===== src/rtl/seq_gen_pkg.sv =====
// Shared types and width helpers for the linear-recurrence sequence generator.
package seq_gen_pkg;

   typedef enum logic [0:0] {
      S_IDLE,
      S_RUN
   } state_e;

   // Width of the history index port: max(1, clog2(order)).
   function automatic int idx_w(input int order);
      return ($clog2(order) > 1) ? $clog2(order) : 1;
   endfunction

   // Width at which the tap sum is formed so that no carry is lost.
   function automatic int sum_w(input int width, input int order);
      return width + $clog2(order) + 1;
   endfunction

endpackage


===== src/rtl/seq_tap_sum.sv =====
// Combinational tap adder: sums the history words selected by the tap mask
// at full width, returns the low WIDTH bits and a flag for any higher bit.
module seq_tap_sum
   import seq_gen_pkg::*;
#(
   parameter int WIDTH = 32,
   parameter int ORDER = 4
) (
   input  logic [ORDER*WIDTH-1:0] hist_i,
   input  logic [ORDER-1:0]       taps_i,
   output logic [WIDTH-1:0]       sum_o,
   output logic                   carry_o
);

   localparam int SUM_W = sum_w(WIDTH, ORDER);

   logic [SUM_W-1:0] acc;

   // Accumulate every selected history word into a carry-safe sum.
   always_comb begin
      // NOTE: a default assignment ahead of the loop keeps this purely
      // combinational; without it the tool would infer a latch on acc.
      acc = '0;
      for (int k = 0; k < ORDER; k++) begin
         if (taps_i[k]) begin
            acc = acc + SUM_W'(hist_i[k*WIDTH +: WIDTH]);
         end
      end
   end

   assign sum_o   = acc[WIDTH-1:0];
   assign carry_o = |acc[SUM_W-1:WIDTH];

endmodule


===== src/rtl/seq_gen_lrr.sv =====
// Linear-recurrence sequence source with programmable taps and seed history,
// a valid/ready output stream and optional auto-stop after MAX_TERMS terms.
module seq_gen_lrr
   import seq_gen_pkg::*;
#(
   parameter int               WIDTH        = 32,
   parameter int               ORDER        = 4,
   parameter int               MAX_TERMS    = 0,
   parameter logic [WIDTH-1:0] SEED_DEFAULT = {{(WIDTH-1){1'b0}}, 1'b1},
   localparam int              IDX_W        = idx_w(ORDER)
) (
   input  logic             clk,
   input  logic             reset,
   input  logic             start,
   input  logic             stop,
   input  logic [ORDER-1:0] taps_i,
   input  logic             seed_we,
   input  logic [IDX_W-1:0] seed_idx,
   input  logic [WIDTH-1:0] seed_data,
   output logic [WIDTH-1:0] seq_o,
   output logic             seq_valid,
   input  logic             seq_ready,
   output logic [31:0]      count_o,
   output logic             ovf_o,
   output logic             done_o,
   output logic             busy_o
);

   state_e             state_q;
   logic [WIDTH-1:0]   hist_q [ORDER];
   logic [ORDER-1:0]   taps_q;
   logic [31:0]        count_q;
   logic [31:0]        count_d;
   logic               valid_q;
   logic               busy_q;
   logic               ovf_q;
   logic               done_q;

   logic [ORDER*WIDTH-1:0] hist_flat;
   logic [WIDTH-1:0]       term_d;
   logic                   carry;
   logic                   fire;
   logic                   last_fire;

   // Flatten the history array for the tap adder.
   always_comb begin
      hist_flat = '0;
      for (int k = 0; k < ORDER; k++) begin
         hist_flat[k*WIDTH +: WIDTH] = hist_q[k];
      end
   end

   seq_tap_sum #(
      .WIDTH (WIDTH),
      .ORDER (ORDER)
   ) u_tap_sum (
      .hist_i  (hist_flat),
      .taps_i  (taps_q),
      .sum_o   (term_d),
      .carry_o (carry)
   );

   assign fire      = valid_q & seq_ready;
   assign count_d   = count_q + 32'd1;
   assign last_fire = fire && (MAX_TERMS != 0) && (count_d == 32'(MAX_TERMS));

   // FSM, history shift register, seed port, term counter and flags.
   always_ff @(posedge clk) begin
      if (reset) begin
         state_q <= S_IDLE;
         valid_q <= 1'b0;
         busy_q  <= 1'b0;
         taps_q  <= '0;
         count_q <= '0;
         ovf_q   <= 1'b0;
         done_q  <= 1'b0;
         // NOTE: the history is architectural state (it defines the next
         // run's terms), so unlike a data buffer it must be reset.
         for (int k = 0; k < ORDER; k++) begin
            hist_q[k] <= SEED_DEFAULT;
         end
      end else begin
         // NOTE: non-blocking assignments throughout so every register here
         // samples pre-edge values regardless of statement order.
         done_q <= 1'b0;
         case (state_q)
            S_IDLE: begin
               for (int k = 0; k < ORDER; k++) begin
                  if (seed_we && (seed_idx == IDX_W'(k))) begin
                     hist_q[k] <= seed_data;
                  end
               end
               if (start) begin
                  state_q <= S_RUN;
                  valid_q <= 1'b1;
                  busy_q  <= 1'b1;
                  taps_q  <= taps_i;
                  count_q <= '0;
                  ovf_q   <= 1'b0;
               end
            end
            S_RUN: begin
               if (fire) begin
                  hist_q[0] <= term_d;
                  for (int k = 1; k < ORDER; k++) begin
                     hist_q[k] <= hist_q[k-1];
                  end
                  count_q <= count_d;
                  if (carry) begin
                     ovf_q <= 1'b1;
                  end
               end
               if (stop || last_fire) begin
                  state_q <= S_IDLE;
                  valid_q <= 1'b0;
                  busy_q  <= 1'b0;
                  done_q  <= last_fire;
               end
            end
            default: begin
               state_q <= S_IDLE;
               valid_q <= 1'b0;
               busy_q  <= 1'b0;
            end
         endcase
      end
   end

   assign seq_o     = hist_q[0];
   assign seq_valid = valid_q;
   assign busy_o    = busy_q;
   assign count_o   = count_q;
   assign ovf_o     = ovf_q;
   assign done_o    = done_q;

endmodule

===== config.mk =====
export PLATFORM = sky130hd
export DESIGN_NAME = seq_gen_lrr
export DESIGN_NICKNAME = d
export VERILOG_FILES = /design/src/rtl/seq_gen_pkg.sv /design/src/rtl/seq_tap_sum.sv /design/src/rtl/seq_gen_lrr.sv
export SDC_FILE = /design/constraint.sdc
export NUM_CORES = 1
export LEC_CHECK = 0
export CELL_PAD_IN_SITES_DETAIL_PLACEMENT = 0
export CELL_PAD_IN_SITES_GLOBAL_PLACEMENT = 2
export CORE_ASPECT_RATIO = 0.7
export CORE_MARGIN = 2
export CORE_UTILIZATION = 41
export CTS_BUF_LIST = sky130_fd_sc_hd__clkbuf_2
export CTS_CLUSTER_DIAMETER = 200
export DETAILED_ROUTE_END_ITERATION = 6
export GPL_TIMING_DRIVEN = 0
export PLACE_DENSITY = 0.92
export SYNTH_ARGS = -nofsm -noshare
export SYNTH_HDL_FRONTEND = slang
export SYNTH_SLANG_ARGS = --single-unit

===== constraint.sdc =====
create_clock -name clk -period 10.5 [get_ports clk]
set_clock_uncertainty 0.05 [all_clocks]
set_input_delay 1.575 -clock clk [delete_from_list [all_inputs] [get_ports clk]]
set_output_delay 1.575 -clock clk [all_outputs]
set_load 0.05 [all_outputs]

==> results.cfg <==
[floorplan]
fp.dieH_um = 157
core_area_um2 = 32600
initial_core_util_pct = 41.9
ios = 112
placementRows = 55
die-area_um2 = 34700
dieWidth_um = 222

[synthesis]
synth_fp_nets = 1656
async_flop_share_pct = 0
postSynthRegisterBits = 167
yosysTopAreaCellShare_pct = 28.2
synthesis.area_um2 = 13600
avgSynthCellArea_um2 = 9.01
synthTopCellsByCount = 171 x nand2_1, 128 x edfxtp_1, 115 x nor2_1
syn_inst = 1513
synth.area.top_cells = edfxtp_1 28%, ha_1 8.8%, dfxtp_1 5.7%
synth_cell_type_count = 91
synth_edf_count = 128
synth_flop_cell = edfxtp_1
synth.most_common_cell = nand2_1
yosysSeqAreaShare_pct = 33.9
yosysWarningCount = 0
yosysTopAreaCell = edfxtp_1

[clock_network]
cts.sinks = 167
hold_buffers = 0
post_cts_buffers = 0
root_buffer = clkbuf_2
cts_buffers = 17
cts.clk_slew.worst_paths_ns = 0.31
insertion_delay_ns = 0.91
cts-htree-levels = 4
ctsResizeCount = 0
cts_buffer_depth = 2
cts_tree = yes

[flow_run]
drv_cap = 1

[power_and_ir_drop]
vdd_drop_max_v = 0.0000670
p_leak_nw = 6.64
powerDensity_nw_per_um2 = 109

[global_route]
grt_overflow = 0
track_usage_pct = 28.9
antenna_found_initial = 0
grt_pass1_wl_um = 73900
grt_max_degree = 20
grt_pass1_vias = 11470

[layout]
antennaDiodeCount = 0
fin_cells = 2085
seqCellArea_um2 = 4620
fillCellCount = 3147
syn2layout_area_growth_pct = 15.2
drive_gt1_share_pct = 9.17
multiInputGateArea_um2 = 8320
fin_nets = 1789

[timing]
min_period_over_period_pct = 89.7
relSlewSlack_pct = -2.45
tightestPinTransition_ns = 1.52
timing.fmax_mhz = 106
fin_setup_tns_ns = 0
period_needed_ns = 9.41
slew_viol_final = 7
hold_viol = 0
rsz0062_at_grt = false
setup_violations = 0

[setup_path]
slowest_delay_ns = 0.80
end_kind = flip-flop
r2r_cells = 31
worst-endpoint-arrival_ns = 10.02
rrSetupSlack_ns = 1.09
r2r-end = hist_q[0][31]
critPathKind = flip-flop to flip-flop
critPathLaunchType = flip-flop
path_common_cell = nor2_1
cp_max_fo = 10
r2r-start = taps_q[0]
cp_slowest_cell = clkbuf_1
required_ns = 11.10

[status]
violations = max-capacitance violations, max-slew violations
outcome = finished with violations

[placed_design]
dpl.cell_count = 2054
port_buffers = 110
dp.final_hpwl_um = 38700
gp_congestion = 0.970

[drt]
drc = 0
dr.pass1.iters = 6
final_antenna_net_count = 0
drtIter0Drc = 1497
wl_um = 50200
drt-wirelength-per-cell_um = 24.1
vias = 12591
vias_per_cell = 6.04

[min_path]
hold-path-endpoint = count_o[31]
min_from = count_o[31]
worstHoldPathCells = 1
hp-class = flip-flop to flip-flop
[power by group]
| part | leakage [nW] | switching [mW] | internal (mW) |
|---|---|---|---|
| Combinational | 4.82 | 0.303 | 0.185 |
| Clock | 0.180 | 0.266 | 0.181 |
| Sequential | 1.64 | 0.0263 | 0.749 |
[worst max-delay path by stage]
| stage | to | slack, ns | start | depth (start not counted) |
|---|---|---|---|---|
| floorplan | hist_q[0][28] | 3.65 | taps_q[0] | 35 |
| global placement | hist_q[0][31] | 1.39 | taps_q[0] | 31 |
| detailed placement | hist_q[0][31] | 1.36 | taps_q[0] | 31 |
| CTS | hist_q[0][31] | 1.25 | taps_q[0] | 31 |
| global route | hist_q[0][31] | 0.71 | taps_q[0] | 31 |
| finish | hist_q[0][31] | 1.09 | taps_q[0] | 31 |
[logic make-up (layout without fill, tap and decap cells)]
group,after synthesis,after routing,synth area share [%]
AND/OR/NAND/NOR,485,485,16.9
AO/OA/AOI/OAI,473,473,25.2
flip-flops,167,167,33.9
buffers and inverters,153,298,5.23
adder cells (fa/ha/maj),100,100,9.34
XOR/XNOR,94,94,6.18
multiplexers,40,40,3.16
other,1,1,0.0275
[stage by stage]
step / utilization, % / area, µm² / setup slack, ns / total power, mW / hold slack, ns
3_3_place_gp: 46.9 / 15300 / 1.39 / 1.26 / 0.433
2_1_floorplan: - / 13600 / 3.65 / 1.10 / 0.484
5_1_grt: 48.2 / 15700 / 0.709 / 1.78 / 0.504
4_1_cts: 48.2 / 15700 / 1.25 / 1.70 / 0.470
6_report: 48.2 / 15700 / 1.09 / 1.71 / 0.469
3_5_place_dp: 47.3 / 15400 / 1.36 / 1.27 / 0.433
[critical path: cells and delay by family, from the launching register on]
family / cells / cell delay (ns)
flip-flops: 1 / 0.39
AND/OR/NAND/NOR: 10 / 2.45
AO/OA/AOI/OAI: 10 / 3.18
buffers and inverters: 4 / 1.33
XOR/XNOR: 3 / 0.53
adder cells (fa/ha/maj): 4 / 1.20
[state kept, by name (all words and copies together) (netlist names)]
| name | cells |
|---|---|
| hist_q | 128 |
| count_o | 32 |
| taps_q | 4 |
| busy_o | 1 |
| ovf_o | 1 |
| state_q | 1 |
[layer usage]
| metal | GRT usage (%) | routed length (µm) |
|---|---|---|
| met1 | 43.8 | 24300 |
| met2 | 41.0 | 20100 |
| met3 | 7.23 | 5090 |
| met4 | 5.15 | 694 |
| met5 | 1.54 | 73 |
[cell usage in the layout, fill, tap and decap left out, drive strengths merged, types with 11 or more instances in the layout]
| cell type | Yosys | layout |
|---|---|---|
| nand2 | 171 | 171 |
| a31oi | 13 | 13 |
| xor2 | 30 | 30 |
| o21ai | 64 | 64 |
| xnor2 | 64 | 64 |
| o211ai | 16 | 16 |
| dfxtp | 39 | 39 |
| mux2i | 19 | 19 |
| nand2b | 23 | 23 |
| mux2 | 21 | 21 |
| edfxtp | 128 | 128 |
| buf | 49 | 53 |
| or3 | 12 | 12 |
| o21a | 16 | 16 |
| inv | 48 | 52 |
| nand4 | 15 | 15 |
| clkbuf | 56 | 74 |
| nor2 | 115 | 115 |
| clkdlybuf4s50 | 0 | 110 |
| and2 | 24 | 24 |
| ha | 96 | 96 |
| and3 | 18 | 18 |
| nor3 | 13 | 13 |
| a21o | 59 | 59 |
| or2 | 16 | 16 |
| a22o | 78 | 78 |
| a211oi | 13 | 13 |
| o31ai | 11 | 11 |
| a21oi | 114 | 114 |
| nand3 | 45 | 45 |
| o21bai | 13 | 13 |
[layout make-up]
class / count / area share, %
multi-input cells: 1193 / 53.0
flip-flops and latches: 167 / 29.5
repair buffers: 114 / 7.72
inverters: 48 / 1.15
well taps: 427 / 3.40
plain buffers: 105 / 3.40
clock inverters: 13 / 1.30
clock buffers: 18 / 0.574
Note: power is estimated with default switching activity, not from simulation.
==> edit (config.mk and constraints unchanged) <==
Put one more register stage on the output `count_o`, without a reset. The value now appears one clock later. The other outputs are not delayed to match.
--- a/src/rtl/seq_gen_lrr.sv
+++ b/src/rtl/seq_gen_lrr.sv
@@ -130,5 +130,7 @@
    assign seq_valid = valid_q;
    assign busy_o    = busy_q;
-   assign count_o   = count_q;
+   always_ff @(posedge clk) begin
+      count_o <= count_q;
+   end
    assign ovf_o     = ovf_q;
    assign done_o    = done_q;
Formal check against the unedited RTL: not equivalent (Yosys sat finds a counterexample within 4 cycles, from zero or initial values and one cycle with reset high).
==> edit against the unedited design <==
- sequential power increased by 16%
- setup slack got worse by 0.47 ns
- sequential cell count rose by 32
- total power rose by 5.8%
- global-route usage is 1.5 points lower
- synthesized area is 1.8% higher
- design area rose by 1.6%
- via count decreased by 0.21%
- routed wire length fell by 3.5%
- critical path depth up 5
- synthesized cell count shrank 0.26%
==> edit: results (changes against the unedited design) <==
GRT
  – Antenna violations before repair: 1 (was 0)
  – Maximum number of pins on one net before global-route repair: 26 (was 20)
  – Number of global-route vias before repair: 11,664 (was 11,470)
  – Wire length of the first global-routing pass: 71.87 mm (was 73.85 mm)

Drt
  – 1st-pass router iterations: 7 (was 6)
  – Overall routed net length: 48.50 mm (was 50.24 mm)
  – DR iter-0 viols: 1,405 (was 1,497)
  – DR vias: 12,565 (was 12,591)
  – Via/cell ratio: 6.009 (was 6.039)

Synthesis
  – Total nets after synthesis: 1,652 (was 1,656)
  – Xor and xnor area share after synthesis: 0.05997 (was 0.06179)
  – Synthesized-area fraction occupied by ao, oa, aoi and oai cells: 0.2375 (was 0.2525)
  – Post-synthesis sequential area ratio: 0.3795 (was 0.3393)
  – Cell types occupying the most area after synthesis: sky130_fd_sc_hd__edfxtp_1, sky130_fd_sc_hd__dfxtp_1, sky130_fd_sc_hd__ha_1, sky130_fd_sc_hd__a22o_1, sky130_fd_sc_hd__a21oi_1 (was sky130_fd_sc_hd__edfxtp_1, sky130_fd_sc_hd__ha_1, sky130_fd_sc_hd__dfxtp_1, sky130_fd_sc_hd__a22o_1, sky130_fd_sc_hd__nand2_1)
  – Cells after synthesis: 1,509 (was 1,513)
  – Count of unique library cells instantiated by Yosys: 79 (was 91)
  – Post-synthesis share of cell area spent on full adders, half adders and majority gates: 0.09316 (was 0.09337)
  – Post-synthesis mux area share: 0.02759 (was 0.03158)

Setup path
  – Depth of the most critical reg-to-reg path: 36 (was 31)
  – Maximum cell stage delay along the critical path: 0.74 ns (was 0.80 ns)
  – Crit-path slowest cell: sky130_fd_sc_hd__clkdlybuf4s15_1 (was sky130_fd_sc_hd__clkbuf_1)
  – Critical Path AT: 10.48 ns (was 10.02 ns)

Placement
  – Placer congestion estimate: 0.9186 (was 0.9699)
  – Worst-case setup slack after placement: 0.3607 ns (was 1.361 ns)
  – Placed insts: 2,058 (was 2,054)

Final layout
  – Net total in the final layout: 1,785 (was 1,789)
  – Fraction of final layout cells with drive strength greater than 1: 0.08157 (was 0.09168)

Power and ir drop
  – Peak supply drop: 0.07953 mV (was 0.06699 mV)
  – Static Leakage: 6.576 nW (was 6.640 nW)
  – Switching Fraction: 0.3664 (was 0.3480)

Outcome
  – Run status: complete, no violations (was finished with violations)

Clock network
  – Clock-pin transition on the worst setup and hold timing paths: 0.39 ns (was 0.31 ns)
  – Clock insertion delay at the later pin of the skew report: 0.88 ns (was 0.91 ns)

Min path
  – Number of instances on the worst hold path: 0 (was 1)

STA
  – Worst slew margin relative to its limit: 0.1802 (was -0.02452)
[edit: cell count changes after synthesis, sizes merged, moves of 7 or more]
cell	before	now
or2	16	8
a21o	59	52
o21ai	64	87
a21oi	114	132
xnor2	64	54
dfxtp	39	71
mux2i	19	9
nor2	115	108
nand2	171	149
xor2	30	41
[edit: path summary, 6_finish.rpt]
| path | startpoint | end | slack, ns |
|---|---|---|---|
| max | taps_q[0] | hist_q[0][31] | 0.62 |
| min | count_q[25] | count_o[25] | 0.33 |
| max reg2reg | taps_q[0] | hist_q[0][31] | 0.62 |
| min reg2reg | count_q[25] | count_o[25] | 0.33 |
[edit: power groups by stage]
| stage | sequential, mW | clock (mW) | combinational (mW) |
|---|---|---|---|
| after floorplan | 0.904 | 0 | 0.315 |
| after global placement | 0.917 | 0 | 0.449 |
| after detailed placement | 0.913 | 0 | 0.461 |
| after CTS | 0.898 | 0.445 | 0.465 |
| after global routing | 0.903 | 0.473 | 0.512 |
| final | 0.899 | 0.437 | 0.473 |
[edit: metal layers]
| metal | vias up | part of all wire | track usage |
|---|---|---|---|
| li1 | 5847 | - | - |
| met3 | 41 | 0.10 | 0.07164 |
| met5 | - | 0 | 0 |
| met4 | 0 | 0.014 | 0.05587 |
| met1 | 6075 | 0.48 | 0.4108 |
| met2 | 602 | 0.40 | 0.3904 |
[edit: critical path, delay by kind of cell, from the launching register on]
| kind | cells | cell delay [ns] |
|---|---|---|
| AOI/OAI and AO/OA | 16 | 4.09 |
| DFF | 1 | 0.45 |
| buffers and inverters | 4 | 1.58 |
| adders and majority gates | 4 | 1.39 |
| and+or+nand+nor | 7 | 1.22 |
| muxes | 2 | 0.44 |
| xor gates and xnor gates | 3 | 0.41 |
[edit: cell type report]
type	instances	area share
antenna	1	0.0001570
sequential	199	0.3303
buffer	101	0.03328
timing repair buffer	114	0.07503
clock inverter	14	0.01209
inverter	52	0.01224
multi-input combinational	1157	0.4971
tap	435	0.03414
clock buffer	18	0.005651
[edit: kinds of logic (layout without fill, tap and decap cells)]
logic type                 count (synthesis)  in the layout
buffers and inverters                    153            299
xor gates and xnor gates                  95             95
and+or+nand+nor                          442            442
other                                      1              2
muxes                                     35             35
AOI/OAI and AO/OA                        482            482
adders and majority gates                102            102
DFF                                      199            199
[edit: repair_timing]
action	in CTS	in global routing
resized for setup	0	8
setup buffers	0	0
hold endpoints to repair	0	0
setup endpoints to repair	0	6
[edit: per-stage QoR]
step           area [um^2]  total power [mW]
4_1_cts              15930             1.808
5_1_grt              15940             1.888
3_5_place_dp         15640             1.374
3_3_place_gp         15520             1.367
6_report             15940             1.810
2_1_floorplan        13870             1.219
